**config.mk**
```make
export PLATFORM = sky130hd
export DESIGN_NAME = mw_stage_reg
export DESIGN_NICKNAME = d
export VERILOG_FILES = /design/src/rtl/mips_pkg.sv /design/src/rtl/w_load_ext.sv /design/src/rtl/mw_stage_reg.sv
export SDC_FILE = /design/constraint.sdc
export NUM_CORES = 1
export LEC_CHECK = 0
export BUFFER_PORTS_ARGS = -buffer_cell sky130_fd_sc_hd__buf_2
export CAP_MARGIN = 20
export CORE_MARGIN = 4
export CORE_UTILIZATION = 47
export CTS_BUF_LIST = sky130_fd_sc_hd__clkbuf_2
export CTS_CLUSTER_DIAMETER = 40
export CTS_CLUSTER_SIZE = 8
export DETAILED_ROUTE_END_ITERATION = 12
export PLACE_DENSITY = 0.78
export SLEW_MARGIN = 20
export SYNTH_ARGS = -nofsm -noshare
export SYNTH_HDL_FRONTEND = slang
export SYNTH_SLANG_ARGS = --single-unit
```
**constraint.sdc**
```tcl
create_clock -name clk -period 2.2 [get_ports clk]
set_input_delay 0.44 -clock clk [delete_from_list [all_inputs] [get_ports clk]]
set_output_delay 0.44 -clock clk [all_outputs]
set_load 0.1 [all_outputs]
```
**src/rtl/mips_pkg.sv**
```systemverilog
// rtl/mips_pkg.sv - shared load/write-back encodings and W-stage record for the MIPS core
package mips_pkg;

  localparam int GPR_AW = 5;

  localparam logic [2:0] LD_W  = 3'd0;
  localparam logic [2:0] LD_B  = 3'd1;
  localparam logic [2:0] LD_BU = 3'd2;
  localparam logic [2:0] LD_H  = 3'd3;
  localparam logic [2:0] LD_HU = 3'd4;

  localparam logic [1:0] WD_ALU = 2'd0;
  localparam logic [1:0] WD_MEM = 2'd1;
  localparam logic [1:0] WD_PC8 = 2'd2;

  typedef struct packed {
    logic              valid;
    logic [31:0]       pc;
    logic [1:0]        a_lo;
    logic [31:0]       alu_out;
    logic [31:0]       rd;
    logic [2:0]        ld_type;
    logic [1:0]        wd_sel;
    logic [GPR_AW-1:0] wa;
    logic              we;
  } w_stage_t;

endpackage

```
**src/rtl/w_load_ext.sv**
```systemverilog
// rtl/w_load_ext.sv - byte/half selection and sign/zero extension of a loaded word
module w_load_ext
  import mips_pkg::*;
(
  input  logic [31:0] i_rd,
  input  logic [1:0]  i_offset,
  input  logic [2:0]  i_ld_type,
  output logic [31:0] o_ext
);

  logic [7:0]  w_byte;
  logic [15:0] w_half;

  always_comb begin
    w_byte = i_rd[7:0];
    case (i_offset)
      2'd1:    w_byte = i_rd[15:8];
      2'd2:    w_byte = i_rd[23:16];
      2'd3:    w_byte = i_rd[31:24];
      default: w_byte = i_rd[7:0];
    endcase
  end

  // Misaligned halves trap upstream, so only offset bit 1 picks the half.
  assign w_half = i_offset[1] ? i_rd[31:16] : i_rd[15:0];

  always_comb begin
    o_ext = i_rd;
    case (i_ld_type)
      LD_B:    o_ext = {{24{w_byte[7]}}, w_byte};
      LD_BU:   o_ext = {24'd0, w_byte};
      LD_H:    o_ext = {{16{w_half[15]}}, w_half};
      LD_HU:   o_ext = {16'd0, w_half};
      default: o_ext = i_rd;
    endcase
  end

endmodule

```
**src/rtl/mw_stage_reg.sv**
```systemverilog
// rtl/mw_stage_reg.sv - M/W pipeline register with load extension, write-back select and retire counter
// MW_TRACE_EN: when defined, prints a commit line for every nonzero-GPR write-back.
module mw_stage_reg
  import mips_pkg::*;
(
  input  logic              clk,
  input  logic              reset,
  input  logic              M_stall,
  input  logic              M_flush,
  input  logic              M_valid,
  input  logic [31:0]       M_PC,
  input  logic [31:0]       M_A,
  input  logic [31:0]       M_ALUout,
  input  logic [31:0]       M_RD,
  input  logic [2:0]        M_ld_type,
  input  logic [1:0]        M_wd_sel,
  input  logic [GPR_AW-1:0] M_wa,
  input  logic              M_we,
  output logic              W_valid,
  output logic [31:0]       W_PC,
  output logic [GPR_AW-1:0] W_wa,
  output logic              W_we,
  output logic [31:0]       W_wd,
  output logic              W_fwd_we,
  output logic [31:0]       W_retire_cnt
);

  w_stage_t    r_w;
  logic [31:0] r_retire_cnt;
  logic [31:0] w_ld_ext;
  logic        w_unused_a_hi;

  assign w_unused_a_hi = ^M_A[31:2];

  always_ff @(posedge clk) begin
    if (reset) begin
      r_w          <= '0;
      r_retire_cnt <= '0;
    end else begin
      // The instruction sitting in W retires whenever W advances, flush included.
      if (r_w.valid && !M_stall) begin
        r_retire_cnt <= r_retire_cnt + 32'd1;
      end
      if (M_flush) begin
        r_w <= '0;
      end else if (!M_stall) begin
        r_w <= '{valid:   M_valid,
                 pc:      M_PC,
                 a_lo:    M_A[1:0],
                 alu_out: M_ALUout,
                 rd:      M_RD,
                 ld_type: M_ld_type,
                 wd_sel:  M_wd_sel,
                 wa:      M_wa,
                 we:      M_we};
      end
    end
  end

  w_load_ext u_load_ext (
    .i_rd      (r_w.rd),
    .i_offset  (r_w.a_lo),
    .i_ld_type (r_w.ld_type),
    .o_ext     (w_ld_ext)
  );

  always_comb begin
    W_wd = 32'd0;
    case (r_w.wd_sel)
      WD_ALU:  W_wd = r_w.alu_out;
      WD_MEM:  W_wd = w_ld_ext;
      WD_PC8:  W_wd = r_w.pc + 32'd8;
      default: W_wd = 32'd0;
    endcase
  end

  assign W_valid      = r_w.valid;
  assign W_PC         = r_w.pc;
  assign W_wa         = r_w.wa;
  assign W_we         = r_w.we & r_w.valid;
  assign W_fwd_we     = W_we & (r_w.wa != '0);
  assign W_retire_cnt = r_retire_cnt;

`ifdef MW_TRACE_EN
  always @(posedge clk) begin
    if (!reset && W_we && (W_wa != '0)) begin
      $display("%d@%h: $%d <= %h", $time, W_PC, W_wa, W_wd);
    end
  end
`else
`endif

endmodule

```
==> results of run 1 <==
cells by family after synthesis:
logic type	Yosys count	share of synthesized area [%]
multiplexers	127	17.6
XOR/XNOR	57	6.86
buffers and inverters	103	7.27
AO/OA/AOI/OAI	111	9.95
AND/OR/NAND/NOR	297	18.9
adder cells (fa/ha/maj)	2	0.344
flip-flops	142	39.0
per-stage QoR:
step | cells | utilization [%]
2_1_floorplan | 839 | -
3_3_place_gp | 1255 | 65.6
3_5_place_dp | 1255 | 65.6
4_1_cts | 1402 | 78.0
5_1_grt | 1409 | 79.5
6_report | 1409 | 79.5
worst max-delay path, cell delays in order (launching register included):
cell and delay (ns):
dfxtp_2 0.38, nand4_1 0.12, or4_4 0.58, buf_12 0.17, nor3_4 0.14, xnor2_2 0.10
o211ai_1 0.29, buf_12 0.22
layer usage:
metal / GRT usage [%] / vias up / part of all wire, %
met2: 51.9 / 402 / 49
met5: 0 / - / 0
li1: - / 3621 / -
met1: 35.5 / 3752 / 39
met3: 7.60 / 119 / 7.2
met4: 16.0 / 0 / 4.9
state kept, by name, indices dropped and copies added (netlist names):
name and count:
W_PC 32, W_wa 5, r_w 72, W_valid 1, W_retire_cnt 32
cell type report:
class / count / area share, %
Clock buffer: 19 / 0.787
Clock inverter: 13 / 1.13
Tap cell: 188 / 1.95
Antenna cell: 1 / 0.0207
Inverter: 14 / 0.476
Sequential cell: 142 / 24.2
Multi-Input combinational cell: 594 / 40.3
Timing Repair Buffer: 438 / 31.2
cells in the mapped netlist, drive strengths merged, types with 10 or more instances:
cell type | n | area, µm²
o211ai | 18 | 150
nor2 | 156 | 586
buf | 41 | 297
clkbuf | 48 | 180
dfxtp | 142 | 2840
o21ai | 41 | 205
xnor2 | 43 | 377
inv | 14 | 52.6
nand3 | 22 | 115
mux2i | 118 | 1180
nand4 | 10 | 62.6
xor2 | 14 | 123
nand2 | 37 | 139
a21oi | 18 | 90.1
nor3 | 23 | 120
worst min path at each step:
stage / startpoint / to / slack [ns]
5_1_grt: M_stall / W_retire_cnt[2]$_SDFFE_PP0P_ / 0.11
6_report: M_stall / W_retire_cnt[2]$_SDFFE_PP0P_ / 0.15
3_5_place_dp: r_w[50]$_SDFFE_PP0N_ / r_w[50]$_SDFFE_PP0N_ / 0.48
2_1_floorplan: r_w[50]$_SDFFE_PP0N_ / r_w[50]$_SDFFE_PP0N_ / 0.46
3_3_place_gp: r_w[44]$_SDFFE_PP0N_ / r_w[44]$_SDFFE_PP0N_ / 0.47
4_1_cts: M_stall / W_retire_cnt[2]$_SDFFE_PP0P_ / 0.09
power groups by stage:
stage	registers, µW	logic [µW]	clock network [µW]
global route	2710	1610	1710
CTS	2700	1490	1580
global placement	2740	1260	0
finish	2700	1550	1580
floorplan	2740	840	0
detailed placement	2750	1270	0
repair_timing:
action,in CTS,in global routing
gates resized for setup,97,48
endpoints found under the setup margin,35,45
cloned,1,0
hold buffers,110,0
hold endpoints to repair,110,0
buffers inserted,9,10
pin swaps,41,30
==> results_dict.tcl, run 1 <==
set metrics [dict create \
    numCtsBuffers 17 \
    final_common_cell "buf_2" \
    vias 7894 \
    p_sw_share_pct 34.4 \
    yosys.cell_types.count 52 \
    final_area_um2 12100 \
    dpl_worst_slack_ns -0.274 \
    grt_max_degree 98 \
    fmax_mhz 315 \
    async_flop_share_pct 0 \
    p_clk_share_pct 27.1 \
    critPathArrivalTime_ns 2.73 \
    r2r-end "W_retire_cnt[28]$_SDFFE_PP0P_" \
    period_minus_slack_ns 3.17 \
    ys_seq_area_share_pct 39.0 \
    numClockSinks 142 \
    layout.area.seq_um2 2920 \
    cts.clk_slew.worst_paths_ns 0.23 \
    internal_power_uw 3820 \
    dr.pass1.iters 7 \
    worstMarginPinSlew_ns 0.717 \
    core_area_um2 15200 \
    synth_edf_count 0 \
    r2r_cells 6 \
    failed_checks "negative setup slack" \
    drtAntennaViolNets 0 \
    syn_inst 839 \
    place.gp.congestion 0.937 \
    ys_seq_elements 142 \
    cp.required_ns 1.76 \
    detail_route.wl_per_cell_um 19.9 \
    overflow 0 \
    fin_tns_setup_ns -27.95 \
    num_rows 45 \
    power_uw 5830 \
    worst-setup-path-type "flip-flop to output pin" \
    post-dp-hpwl_um 17200 \
    final_cell_mix "buf_2, nor2_1, mux2i_1" \
    endpoint "W_wd[18]" \
    drt_iter0_drc 549 \
    multiInputGateArea_um2 4870 \
    nets 1353 \
    synthesis.area_um2 7280 \
    die_height_um 132 \
    cap_viol_max_count 0 \
    hold_viol_final 0 \
    first_global_vias 7962 \
    cts_tree "done" \
    critPathMaxFanout 7 \
    area_growth_pct 66.0 \
    die_w_um 132 \
    rsz0062_at_grt "true" \
    grt_usage_pct 30.5 \
    hold_class "input port to flip-flop" \
    max_slew_margin_pct 52.2 \
    vias_per_cell 5.60 \
    leakagePower_uw 0.00524 \
    port_buffers 217 \
    wl_um 28100 \
    clk_path_buf_depth 2 \
    fillCellCount 843 \
    clkLatencyLatePin_ns 0.73 \
    drcViolationCount 0 \
    root_buffer "clkbuf_2" \
    syn_nets 985 \
    skew_ns 0.0281 \
    r2r_slack_ns 0.16 \
    p_sw_uw 2010 \
    period_share_pct 144 \
    worstSetupStartpointType "flip-flop" \
    antenna_found_initial 1 \
    hold_depth 4 \
    crit_path_start "W_PC[11]$_SDFFE_PP0N_" \
    synth_warnings 0 \
    cts_max_level 4 \
    setup.worst_path.end_class "output pin" \
    ys.flop_type "dfxtp_1" \
    seq_power_share_pct 46.4 \
    dieArea_um2 17500 \
    drive_above_1_share_pct 41.8 \
    outcome "finished, violations left" \
    drv_slew 0 \
    setup_viol 34 \
    initial_core_util_pct 47.9 \
    avgSynthCellArea_um2 8.68 \
    hold_ws_ns 0.148 \
    dpl-instance-area_um2 9980 \
    final.setup.worst_slack_ns -0.974 \
    grt_first_pass_wirelength_um 42600 \
    boundaryPins 248 \
    combPwrFrac_pct 26.5 \
    powerDensity_nw_per_um2 482 \
    ir_drop_v 0.000477 \
    r2r-start "W_retire_cnt[1]$_SDFFE_PP0P_" \
]
No activity file was read; power rests on OpenSTA's default activity.
==> inputs of run 2 (changes only) <==
Settings changed: GPL_TIMING_DRIVEN set to 0, RECOVER_POWER set to 25.
==> results_dict.tcl, run 2 (synthesized netlist as in run 1, its figures left out) <==
set metrics [dict create \
    largest_reg_flops 72 \
    grt_usage_pct 32.3 \
    max_slew_margin_pct 35.2 \
    critPathArrivalTime_ns 3.04 \
    cap_viol_max_count 0 \
    grt_max_degree 17 \
    overflow 0 \
    leakagePower_uw 0.00513 \
    top_register "r_w" \
    die_w_um 132 \
    first_global_vias 8284 \
    drive_above_1_share_pct 42.1 \
    numClockSinks 142 \
    numCtsBuffers 17 \
    cts.clk_slew.worst_paths_ns 0.25 \
    worstMarginPinSlew_ns 0.962 \
    core_area_um2 15200 \
    skew_ns 0.0218 \
    port_buffers 215 \
    dpl_worst_slack_ns -0.956 \
    powerDensity_nw_per_um2 500 \
    final_common_cell "nor2_1" \
    dr.pass1.iters 7 \
    rsz0062_at_grt "true" \
    fmax_mhz 288 \
    post-dp-hpwl_um 17200 \
    combPwrFrac_pct 25.3 \
    drcViolationCount 0 \
    drv_slew 0 \
    hold_viol_final 0 \
    place.gp.congestion 0.897 \
    seq_power_share_pct 45.3 \
    dieArea_um2 17500 \
    internal_power_uw 4010 \
    boundaryPins 248 \
    ir_drop_v 0.000458 \
    wl_um 30700 \
    drtAntennaViolNets 0 \
    cp.required_ns 1.76 \
    antenna_found_initial 2 \
    num_rows 45 \
    nets 1370 \
    cts_max_level 4 \
    final_area_um2 12000 \
    clk_path_buf_depth 2 \
    worst-setup-path-type "flip-flop to output pin" \
    vias 8274 \
    worstSetupStartpointType "flip-flop" \
    setup.worst_path.end_class "output pin" \
    hold_class "input port to flip-flop" \
    p_sw_uw 2020 \
    root_buffer "clkbuf_2" \
    hold_ws_ns 0.276 \
    final_cell_mix "nor2_1, buf_2, mux2i_1" \
    outcome "finished, violations left" \
    drt_iter0_drc 836 \
    area_growth_pct 65.4 \
    die_height_um 132 \
    period_minus_slack_ns 3.48 \
    dpl-instance-area_um2 9180 \
    grt_first_pass_wirelength_um 44900 \
    cts_tree "done" \
    power_uw 6020 \
    clkLatencyLatePin_ns 0.76 \
    final.setup.worst_slack_ns -1.28 \
    failed_checks "negative setup slack" \
    detail_route.wl_per_cell_um 21.5 \
    p_sw_share_pct 33.5 \
    vias_per_cell 5.80 \
    initial_core_util_pct 47.9 \
    critPathMaxFanout 10 \
    setup_viol 35 \
    p_clk_share_pct 29.4 \
    period_share_pct 158 \
]
-- run 2: path summary, 6_finish.rpt --
path              slack, ns                       endpoint  cells after the start                    startpoint
hold / removal         0.28   W_retire_cnt[0]$_SDFFE_PP0P_                      4                       M_stall
setup / recovery      -1.28                       W_wd[14]                      7           r_w[9]$_SDFFE_PP0N_
hold reg to reg        0.53           r_w[45]$_SDFFE_PP0N_                      2          r_w[45]$_SDFFE_PP0N_
setup reg to reg      -0.02  W_retire_cnt[30]$_SDFFE_PP0P_                      7  W_retire_cnt[0]$_SDFFE_PP0P_
-- run 2: worst max-delay path, stage by stage, from the launching register on --
cell and delay (ns):
dfxtp_2 0.40, buf_12 0.15, nor2_4 0.18, xnor2_4 0.13
clkbuf_4 0.22, o21ai_0 0.77, o22ai_4 0.18, buf_12 0.21
-- run 2: metrics by stage --
stage | TNS [ns] | util (%) | instances
after floorplan | -16.02 | - | 839
after global placement | -31.70 | 60.4 | 1242
after detailed placement | -32.90 | 60.4 | 1242
after CTS | -27.23 | 77.3 | 1413
after global routing | -35.93 | 79.2 | 1427
final | -30.99 | 79.2 | 1427
-- run 2: timing repair --
action                     in CTS  in global routing
setup endpoints to repair      53                 68
cloned                          2                  0
hold endpoints to repair      111                  0
pin swaps                      45                 33
buffers inserted               29                 16
resized for setup             253                 68
hold buffers                  111                  0
-- run 2: area by class of cell --
| class | instances | area, µm² |
|---|---|---|
| multi-input cells | 594 | 4880 |
| fillers | 903 | 3160 |
| repair buffers | 370 | 3080 |
| flip-flops and latches | 142 | 2960 |
| plain buffers | 85 | 557 |
| well taps | 188 | 235 |
| clock inverters | 12 | 170 |
| clock buffers | 20 | 100 |
| inverters | 14 | 52.6 |
| diodes | 2 | 5.00 |
-- run 2: power groups by stage --
stage	sequential (µW)	combinational (µW)	clock (µW)
finish	2730	1530	1770
global route	2730	1580	1880
CTS	2710	1430	1730
detailed placement	2770	1090	0
global placement	2760	1090	0
floorplan	2740	840	0
-- run 2: routing by layer --
layer	vias up	wire, µm	global-route usage [%]
met3	191	2960	8.86
met2	578	14700	55.6
met5	-	0	0
met1	3840	11000	36.3
met4	0	2020	17.5
li1	3665	-	-
==> inputs of run 3 (changes only) <==
Settings changed: CORE_UTILIZATION 47 to 52, PLACE_DENSITY 0.78 to 0.82.
Clock period 2.2 ns to 3.25 ns, I/O delays scaled along.
==> results_dict.tcl, run 3 (synthesized netlist as in run 1, its figures left out) <==
set metrics [dict create \
    vias 7475 \
    clk_path_buf_depth 2 \
    cp.required_ns 2.60 \
    cts.clk_slew.worst_paths_ns 0.22 \
    power_uw 3840 \
    endpoint "W_wd[22]" \
    powerDensity_nw_per_um2 366 \
    hold_viol_final 0 \
    top_register "r_w" \
    drive_above_1_share_pct 42.6 \
    wl_um 25600 \
    period_share_pct 106 \
    dr.pass1.iters 9 \
    numCtsBuffers 17 \
    vias_per_cell 5.69 \
    fin_tns_setup_ns -2.49 \
    setup_viol 23 \
    first_global_vias 7065 \
    r2r-end "W_retire_cnt[18]$_SDFFE_PP0P_" \
    boundaryPins 248 \
    final_cell_mix "buf_2, nor2_1, mux2i_1" \
    rsz0062_at_grt "true" \
    cpMaxStageDelayCell "or4_4" \
    die_w_um 126 \
    numClockSinks 142 \
    final_common_cell "buf_2" \
    p_sw_share_pct 32.9 \
    post-route-util_pct 78.0 \
    hold_buffers 0 \
    area_growth_pct 44.1 \
    crit_family "simple AND/OR/NAND/NOR gates" \
    crit_path_frequent_cell "buf_6" \
    internal_power_uw 2580 \
    final_cell_count_no_fill 1314 \
    place.gp.congestion 0.965 \
    drt_iter0_drc 661 \
    drcViolationCount 0 \
    hold_class "input port to flip-flop" \
    p_clk_share_pct 30.2 \
    dp.cells 1230 \
    setup.worst_path.end_class "output pin" \
    period_minus_slack_ns 3.46 \
    overflow 0 \
    num_rows 42 \
    antenna_found_initial 4 \
    critPathMaxFanout 7 \
    p_sw_uw 1260 \
    hold_depth 3 \
    crit_path_start "W_PC[5]$_SDFFE_PP0N_" \
    drtAntennaViolNets 0 \
    max_slew_margin_pct 35.6 \
    nets 1271 \
    grt_usage_pct 28.8 \
    initial_core_util_pct 54.1 \
    cp.depth 8 \
    worstSetupStartpointType "flip-flop" \
    seq_power_share_pct 47.9 \
    worstMarginPinSlew_ns 0.966 \
    grt_first_pass_wirelength_um 36600 \
    die_height_um 126 \
    skew_ns 0.0273 \
    root_buffer "clkbuf_2" \
    cts_max_level 4 \
    ir_drop_v 0.000344 \
    grt_max_degree 17 \
    path_cells "buf_6 > nand3_4 > or4_4 > buf_12 > nor3_4 > xnor2_1 > o211ai_1 > buf_6" \
    drv_slew 0 \
    r2r-start "W_retire_cnt[0]$_SDFFE_PP0P_" \
    cpPeakStageDelay_ns 0.53 \
    leakagePower_uw 0.00475 \
    detail_route.wl_per_cell_um 19.5 \
    clkLatencyLatePin_ns 0.74 \
    fmax_mhz 289 \
    largest_reg_flops 72 \
    post-dp-hpwl_um 16500 \
    cts_tree "done" \
    failed_checks "negative setup slack" \
    critPathArrivalTime_ns 2.81 \
    final.setup.worst_slack_ns -0.210 \
    r2r_slack_ns 1.11 \
    port_buffers 215 \
    r2r_cells 7 \
    crit_buf_inv 3 \
    combPwrFrac_pct 21.9 \
    outcome "finished, violations left" \
    cap_viol_max_count 0 \
    worst-setup-path-type "flip-flop to output pin" \
    dieArea_um2 16000 \
    core_area_um2 13500 \
]
[run 3: cell types whose count changed in the layout (fill, tap and decap cells not counted), sizes merged]
cell | previous run | this run
diode | 2 | 1
clkinvlp | 2 | 1
buf | 272 | 313
dlygate4sd3 | 111 | 0
clkinv | 6 | 8
clkbuf | 92 | 61
[run 3: tightest hold or removal path, cell delays in order]
cell	delay, ns
buf_2	0.07
mux2i_1	0.05
nor2_1	0.07
[run 3: routing by layer]
| metal | wire, µm | global-route usage, % | share of wire (%) | vias up |
|---|---|---|---|---|
| met1 | 9760 | 34.6 | 38 | 3537 |
| met4 | 990 | 10.0 | 3.9 | 6 |
| met5 | 29 | 0 | 0.11 | - |
| met2 | 12500 | 49.0 | 49 | 369 |
| met3 | 2360 | 8.74 | 9.2 | 95 |
| li1 | - | - | - | 3468 |
[run 3: per-stage QoR]
step / setup slack, ns / hold WS [ns] / instance area, µm²
after global routing: -0.310 / 0.0817 / 10500
after detailed placement: -0.0871 / 0.485 / 8770
after CTS: -0.134 / 0.0849 / 9910
after global placement: -0.0952 / 0.468 / 8770
final: -0.210 / 0.109 / 10500
after floorplan: -0.195 / 0.455 / 7480
[run 3: worst min path at each step]
stage,from,end,slack [ns]
after floorplan,r_w[0]$_SDFFE_PP0N_,r_w[0]$_SDFFE_PP0N_,0.45
after global placement,r_w[0]$_SDFFE_PP0N_,r_w[0]$_SDFFE_PP0N_,0.47
after detailed placement,r_w[47]$_SDFFE_PP0N_,r_w[47]$_SDFFE_PP0N_,0.49
after CTS,M_RD[17],r_w[28]$_SDFFE_PP0N_,0.08
after global routing,M_ALUout[19],r_w[62]$_SDFFE_PP0N_,0.08
final,M_ALUout[16],r_w[59]$_SDFFE_PP0N_,0.11
[run 3: final cells by class]
cell class	instances	area [µm²]
flip-flops and latches	142	2930
well taps	176	220
clock buffers	18	90.1
fillers	903	2960
repair buffers	272	1950
diodes	1	2.50
inverters	14	52.6
plain buffers	84	526
multi-input cells	594	4560
clock inverters	13	173
[run 3: power groups by stage]
stage               sequential (µW)  clock, µW  combinational (µW)
finish                         1840       1160                 842
global placement               1870          0                 697
global route                   1840       1230                 879
floorplan                      1860          0                 536
CTS                            1830       1160                 777
detailed placement             1870          0                 703
[run 3: what timing repair did]
action	CTS	global route
setup endpoints to repair	32	32
buffers inserted	29	27
gates cloned	0	1
resized for setup	173	89
pin swaps	36	45
